$ cat src/rtl/clock_set_controller.sv
// Mode/time-set controller for the digital clock: button conditioning,
// RUN/SET mode sequencing, increment strobes, auto-repeat and blink masks.
module clock_set_controller #(
  parameter int DEBOUNCE_CYC     = 1000000,
  parameter int REPEAT_DELAY_CYC = 25000000,
  parameter int REPEAT_RATE_CYC  = 5000000,
  parameter int BLINK_HALF_CYC   = 12500000,
  parameter int TIMEOUT_SEC      = 10
) (
  input  logic       clk,
  input  logic       rst,
  input  logic       btn_mode,
  input  logic       btn_inc,
  input  logic       tick_1hz,
  output logic       run_en,
  output logic       inc_hour,
  output logic       inc_min,
  output logic       inc_sec,
  output logic [1:0] mode,
  output logic [2:0] blink_mask
);

  localparam logic [1:0] RUN      = 2'd0;
  localparam logic [1:0] SET_HOUR = 2'd1;
  localparam logic [1:0] SET_MIN  = 2'd2;
  localparam logic [1:0] SET_SEC  = 2'd3;

  localparam int HOLD_MAX =
    (REPEAT_DELAY_CYC > REPEAT_RATE_CYC) ?
    REPEAT_DELAY_CYC : REPEAT_RATE_CYC;

  localparam int DW = $clog2(DEBOUNCE_CYC + 1);
  localparam int HW = $clog2(HOLD_MAX + 1);
  localparam int BW = $clog2(BLINK_HALF_CYC + 1);
  localparam int TW = $clog2(TIMEOUT_SEC + 1);

  localparam logic [DW-1:0] DB_LAST = DW'(DEBOUNCE_CYC - 1);
  localparam logic [HW-1:0] H_DELAY = HW'(REPEAT_DELAY_CYC);
  localparam logic [HW-1:0] H_RATE  = HW'(REPEAT_RATE_CYC);
  localparam logic [BW-1:0] B_LAST  = BW'(BLINK_HALF_CYC - 1);
  localparam logic [TW-1:0] T_LAST  = TW'(TIMEOUT_SEC - 1);

  // bit 0 = mode button, bit 1 = inc button
  logic [1:0]         sync1, sync2, deb, deb_d, press;
  logic [1:0][DW-1:0] db_cnt;

  logic [1:0]    state, state_n;
  logic          hold_on, hold_first;
  logic [HW-1:0] hold_cnt;
  logic [TW-1:0] tmo_cnt;
  logic [BW-1:0] blk_cnt, blk_cnt_n;
  logic          phase, phase_n;

  logic p_mode, p_inc, in_set;
  logic rep_fire, inc_go, any_press, tmo;
  logic       run_en_n;
  logic [2:0] inc_n, mask_n;

  always_ff @(posedge clk or posedge rst) begin
    if (rst) begin
      sync1  <= '0;
      sync2  <= '0;
      deb    <= '0;
      deb_d  <= '0;
      db_cnt <= '0;
    end else begin
      sync1 <= {btn_inc, btn_mode};
      sync2 <= sync1;
      deb_d <= deb;
      for (int i = 0; i < 2; i++) begin
        if (sync2[i] == deb[i]) begin
          db_cnt[i] <= '0;
        end else if (db_cnt[i] == DB_LAST) begin
          db_cnt[i] <= '0;
          deb[i]    <= ~deb[i];
        end else begin
          db_cnt[i] <= db_cnt[i] + 1'b1;
        end
      end
    end
  end

  assign press  = deb & ~deb_d;
  assign p_mode = press[0];
  assign p_inc  = press[1];
  assign in_set = (state != RUN);

  assign rep_fire = in_set & hold_on & deb[1] &
    (hold_cnt == (hold_first ? H_DELAY : H_RATE));
  assign inc_go    = in_set & ~p_mode & (p_inc | rep_fire);
  assign any_press = p_mode | p_inc | rep_fire;
  assign tmo = in_set & ~any_press & tick_1hz &
    (tmo_cnt == T_LAST);

  always_ff @(posedge clk or posedge rst) begin
    if (rst) state <= RUN;
    else     state <= state_n;
  end

  always_comb begin
    state_n = state;
    unique case (1'b1)
      p_mode:  state_n = state + 2'd1;
      tmo:     state_n = RUN;
      default: ;
    endcase
  end

  always_comb begin
    run_en_n = (state_n == RUN);
    inc_n    = '0;
    if (inc_go) begin
      unique case (state)
        SET_HOUR: inc_n = 3'b100;
        SET_MIN:  inc_n = 3'b010;
        SET_SEC:  inc_n = 3'b001;
        default:  ;
      endcase
    end
    // restart the blink on edits so the new value shows at once
    blk_cnt_n = blk_cnt + 1'b1;
    phase_n   = phase;
    if (state_n != state || inc_go || state_n == RUN) begin
      blk_cnt_n = '0;
      phase_n   = 1'b0;
    end else if (blk_cnt == B_LAST) begin
      blk_cnt_n = '0;
      phase_n   = ~phase;
    end
    mask_n = '0;
    case (state_n)
      SET_HOUR: mask_n = {phase_n, 2'b00};
      SET_MIN:  mask_n = {1'b0, phase_n, 1'b0};
      SET_SEC:  mask_n = {2'b00, phase_n};
      default:  mask_n = '0;
    endcase
  end

  always_ff @(posedge clk or posedge rst) begin
    if (rst) begin
      run_en     <= 1'b1;
      inc_hour   <= 1'b0;
      inc_min    <= 1'b0;
      inc_sec    <= 1'b0;
      blink_mask <= '0;
      blk_cnt    <= '0;
      phase      <= 1'b0;
    end else begin
      run_en     <= run_en_n;
      {inc_hour, inc_min, inc_sec} <= inc_n;
      blink_mask <= mask_n;
      blk_cnt    <= blk_cnt_n;
      phase      <= phase_n;
    end
  end

  assign mode = state;

  always_ff @(posedge clk or posedge rst) begin
    if (rst) begin
      hold_on    <= 1'b0;
      hold_first <= 1'b0;
      hold_cnt   <= '0;
    end else if (inc_go & p_inc) begin
      hold_on    <= 1'b1;
      hold_first <= 1'b1;
      hold_cnt   <= HW'(1);
    end else if (p_mode | tmo | ~deb[1]) begin
      hold_on  <= 1'b0;
      hold_cnt <= '0;
    end else if (rep_fire) begin
      hold_first <= 1'b0;
      hold_cnt   <= HW'(1);
    end else if (hold_on) begin
      hold_cnt <= hold_cnt + 1'b1;
    end
  end

  always_ff @(posedge clk or posedge rst) begin
    if (rst)                           tmo_cnt <= '0;
    else if (!in_set || any_press || tmo) tmo_cnt <= '0;
    else if (tick_1hz)                 tmo_cnt <= tmo_cnt + 1'b1;
  end

endmodule

$ cat config.mk
export PLATFORM = sky130hd
export DESIGN_NAME = clock_set_controller
export DESIGN_NICKNAME = d
export VERILOG_FILES = /design/src/rtl/clock_set_controller.sv
export SDC_FILE = /design/constraint.sdc
export NUM_CORES = 1
export LEC_CHECK = 0
export BUFFER_PORTS_ARGS = -buffer_cell sky130_fd_sc_hd__buf_2
export CAP_MARGIN = 40
export CORE_MARGIN = 2
export CORE_UTILIZATION = 48
export DETAILED_ROUTE_END_ITERATION = 16
export PLACE_DENSITY_LB_ADDON = 0.1
export SLEW_MARGIN = 40
export SYNTH_ARGS = -nofsm -noshare
export SYNTH_HDL_FRONTEND = slang
export SYNTH_SLANG_ARGS = --single-unit
$ cat constraint.sdc
create_clock -name clk -period 4.95 [get_ports clk]
set_input_delay 0.99 -clock clk [delete_from_list [all_inputs] [get_ports clk]]
set_output_delay 0.99 -clock clk [all_outputs]
set_load 0.01 [all_outputs]
# Yosys cells after proc, flatten, opt, wreduce, memory -nomap -nowiden
# Index checks and enable logic that the tools add are counted.
# word_totals
register_bits	113
output_inout_bits	9
input_bits	5
wordCells	101
# op_classes
n_bitwise	23
muxes	24
n_addsub	6
reduce_logical	14
n_eq_ne	15
# ops
op	n
$mux W25	5
$mux W20	4
$mux W24	2
$add A20 B1 Y20 const B	2
$eq A20 B20 Y1 const B	2
$add A25 B1 Y25 const B	1
$eq A25 B25 Y1	1
$add A24 B1 Y24 const B	1
$eq A24 B24 Y1 const B	1
$pmux W3 S3	2
$and A1 B1 Y1	9
$eq A2 B2 Y1 const B	4
$mux W4	2
$reduce_bool A2 Y1	4
$mux W1	7
$not A1 Y1	7
$reduce_and A2 Y1	3
$or A1 B1 Y1	5
$add A4 B1 Y4 const B	1
$eq A2 B1 Y1 const B	2
$eq A4 B4 Y1 const B	1
$logic_or A1 B1 Y1	4
$pmux W2 S2	1
$reduce_bool A4 Y1	1
9 further kinds	10

# Logic depth before layout (Yosys ltp)
# depth
word_depth	15
depth_mapped	11
mapped_depth_nobuf	8

# Worst setup path after synthesis
# OpenSTA, ideal clock, no wires.
# synth_path
path_type	input-to-reg
startpoint	input port tick_1hz
endpoint	register hold_cnt[19]
stages	6
required_ns	4.884
arrival_ns	2.331
n_path_buf	0
setup_ns	0.066
setup_slack_ns	2.553
path_cell_list	nand4b_1 -> a21oi_1 -> or2_2 -> or2_2 -> or4_1 -> nand2_1
# synth_via
elab_chain_cells	6
# synth_lines
element	line	source
start: declaration	14	input logic tick_1hz,
$and A1 B1 Y1 * (2 in series)	92	assign tmo = in_set & ~any_press & tick_1hz &
$or A1 B1 Y1 * (2 in series)	168	end else if (p_mode | tmo | ~deb[1]) begin
$mux W25	168	
$mux W25	164	end else if (inc_go & p_inc) begin
end signal: assignment	175	hold_cnt <= hold_cnt + 1'b1;
end: declaration	49	logic [HW-1:0] hold_cnt;
# Every way passes the cells marked *; elsewhere a longest branch is shown, timed or not.
# A chain may end at the register's enable or synchronous reset.

# Worst setup path in the final report
# layout_path
startpoint	register state[0], in the netlist mode[0]
endpoint	register hold_cnt[19]
# layout_via
elab_chain_cells	13
# layout_lines
element	line	source
start: declaration	47	logic [1:0] state, state_n;
start signal: assignment	97	else state <= state_n;
$reduce_bool A2 Y1 *	86	assign in_set = (state != RUN);
$and A1 B1 Y1 (3 in series)	88	assign rep_fire = in_set & hold_on & deb[1] &
$or A1 B1 Y1	91	assign any_press = p_mode | p_inc | rep_fire;
$not A1 Y1	92	
$and A1 B1 Y1 (3 in series)	92	
$or A1 B1 Y1 (2 in series)	168	
$mux W25	168	
$mux W25	164	
# Marks and branches as above.

==> metrics.csv <==
metric,value,unit
outcome,"complete, no violations",
clock share of power,0.493,
asr flop ratio synth,1.00,
"flops & latches, synth",113,
final setup margin,2320,ps
CTS Sinks,113,
Die H,112,microns
WP data arrival,2970,ps
leak pwr,2.69,nW
RD Place Congestion,0.836,
largest net degree at the start of global routing,92,
part of the power in registers,0.412,
TNS Setup,0,ps
top cell type's share of synthesized area,0.503,
post-DP HPWL,6960,microns
total gr overflow,0,
minimum clock period,2630,ps
Top delay family on crit path,simple AND/OR/NAND/NOR gates,
total CTS buffers,17,
Mapped Nets,589,
cell count along the critical path,7,
synthesized area per cell,9.73,sq um
worst reg2reg startpoint,mode[0],
postcts setup bufs,0,
starting density of the core,0.490,
mapped cell area,5580,sq um
Critical Path RT,5300,ps
NetSw,0.000629,W
IO Pins,14,
Compound-Gate Fraction of Synth Area,0.0619,
CTS Hold Bufs,0,
total power,0.00250,W
Simple-Gate Fraction of Synth Area,0.269,
Worst R2R End,hold_cnt[19],
reg2reg path depth,7,
Fmax,381,MHz
Area Overhead vs Synth,13.9,%
Ant. Diodes,0,
nets,608,
Worst Setup EP,hold_cnt[19],
die area,12500,sq um
crit path max fanout,22,
Worst Skew,4.37,ps
via-per-instance ratio,5.45,
port buffer count,13,
switching share of power,0.252,
Core Footprint,11400,sq um
"EDFF count, synth",0,
fin crit share,0.531,
reg2reg setup slack,2320,ps
DRT Wirelength,10700,microns
Post-CTS Resized,0,
pwr dens,393,nW/um^2
actual slew at the worst max-slew pin,611,ps
Synth Area in Adders,0.0247,
WL per Instance,14.3,microns
Final ANT Viol Nets,0,
Root Buffer,clkbuf_16,
final core utilization,0.559,
combinational group share of total power,0.096,
mux contribution to synthesized area,0.00763,
GRT Overall Usage,0.186,
RSZ-0062 raised after global routing,no,
Setup crit end kind,flop,
DRT Pass-1 Iters,4,
clk_lat worst skew,410,ps
"worst slack, placed",2100,ps
CP Class,flop to flop,
cell taking the most area after synthesis,dfrtp_1,
vias in the first global route,4056,
CP startpoint,mode[0],
CP startpoint kind,flop,
ys flop type,dfrtp_1,
largest family of logic cells by synthesized area,simple AND/OR/NAND/NOR gates,
synth top area cells,"dfrtp_1 50%, nor2_1 6.2%, xnor2_1 5.0%",
final hold violations,0,
Final Max Tran Viols,0,
Synth warnings,0,
Cell Int Power,0.00187,W
critical path's largest stage delay,570,ps
row cnt,39,
sequential share of the synthesized area,0.507,
drt first-iter violations,287,
Max-slew headroom,0.593,
VDD IR-drop max,398,uV
Cells after Synth,573,
setup violators final,0,
XOR/XNOR Fraction of Synth Area,0.0990,
WP buf/inv,1,
layout cells sized above 1,0.107,
clock buffer depth,2,
die width,112,microns
first-pass GRT wire length,18800,microns
CP max-delay cell,or4_1,
TritonCTS clock tree,yes,
worst-path cell chain,"inv_1, ha_1, and4bb_2, o2111a_1, or2_2, or4_1, nand2_1",
total vias in the final route,4080,
clock transition at the registers of the reported paths,50,ps
Max Cap Viol,0,
Worst Hold Class,flop to flop,
H-tree depth,4,
initial antenna violation count,0,
Yosys cell types,50,
# DRC,0,
Fin Hold WS,353,ps
[power by group through the flow]
stage	clock (W)	sequential [W]	combinational, W
6_report	0.00123	0.00103	0.000239
5_1_grt	0.00130	0.00104	0.000277
4_1_cts	0.00125	0.00103	0.000244
3_5_place_dp	0	0.00104	0.000243
3_3_place_gp	0	0.00104	0.000239
2_1_floorplan	0	0.00104	0.000166
[layout make-up]
| cell class | count | area (sq um) |
|---|---|---|
| flip-flops and latches | 113 | 2830 |
| clock buffers | 18 | 439 |
| well taps | 143 | 179 |
| repair buffers | 16 | 87.6 |
| multi-input cells | 425 | 2570 |
| inverters | 19 | 78.8 |
| fillers | 973 | 5020 |
| clock inverters | 14 | 164 |
[per-stage QoR]
step / cell area [sq um] / instances
after floorplan: 5580 / 573
after global placement: 5740 / 716
after detailed placement: 5750 / 716
after CTS: 6350 / 748
after global routing: 6350 / 748
final: 6350 / 748
[sequential cells by signal (all words and copies together) (netlist names), 2 cells and up]
register and flops:
deb_d 2, tmo_cnt 4, mode 2, blink_mask 3
hold_cnt 25, sync1 2, blk_cnt 24, db_cnt 40
deb 2, sync2 2
[metal layers]
metal | GRT usage | share of wire | up-vias
li1 | - | - | 2022
met1 | 0.248 | 0.49 | 1989
met2 | 0.292 | 0.47 | 58
met3 | 0.0572 | 0.033 | 11
met4 | 0.0617 | 0.012 | 0
met5 | 0 | 0 | -
[how the worst min path moves through the flow]
stage,startpoint,end,slack [ps],depth (start not counted)
5_1_grt,sync1[0],sync2[0],360,0
3_5_place_dp,sync1[0],sync2[0],340,0
6_report,sync1[1],sync2[1],350,0
2_1_floorplan,sync1[0],sync2[0],330,0
3_3_place_gp,sync1[0],sync2[0],340,0
4_1_cts,sync1[0],sync2[0],350,0
[Yosys cell counts, drive strengths merged, types with 5 or more instances]
cell type / count
nor4b: 5
nor3: 18
xnor2: 32
a21oi: 24
and3: 14
and4: 8
o31ai: 7
dfrtp: 112
xor2: 31
nand2: 40
nor4: 9
nor2: 92
or2: 8
nand3: 39
inv: 19
buf: 7
clkbuf: 9
or3: 19
nand4: 12
o21ai: 17
ha: 11
or4: 8
[cells in the final DEF, fill, tap and decap left out, types with 18 or more instances in the layout]
master     n
nand3_1   38
a21oi_1   24
nor2_1    92
dfrtp_1  112
nor3_1    18
nand2_1   40
xnor2_1   32
inv_1     18
xor2_1    31
or3_1     19
[logic make-up after synthesis]
group | after synthesis
AND/OR/NAND/NOR | 289
flip-flops | 113
XOR/XNOR | 63
AO/OA/AOI/OAI | 58
buffers and inverters | 35
adder cells (fa/ha/maj) | 11
multiplexers | 4
(Power assumes the default switching activity.)
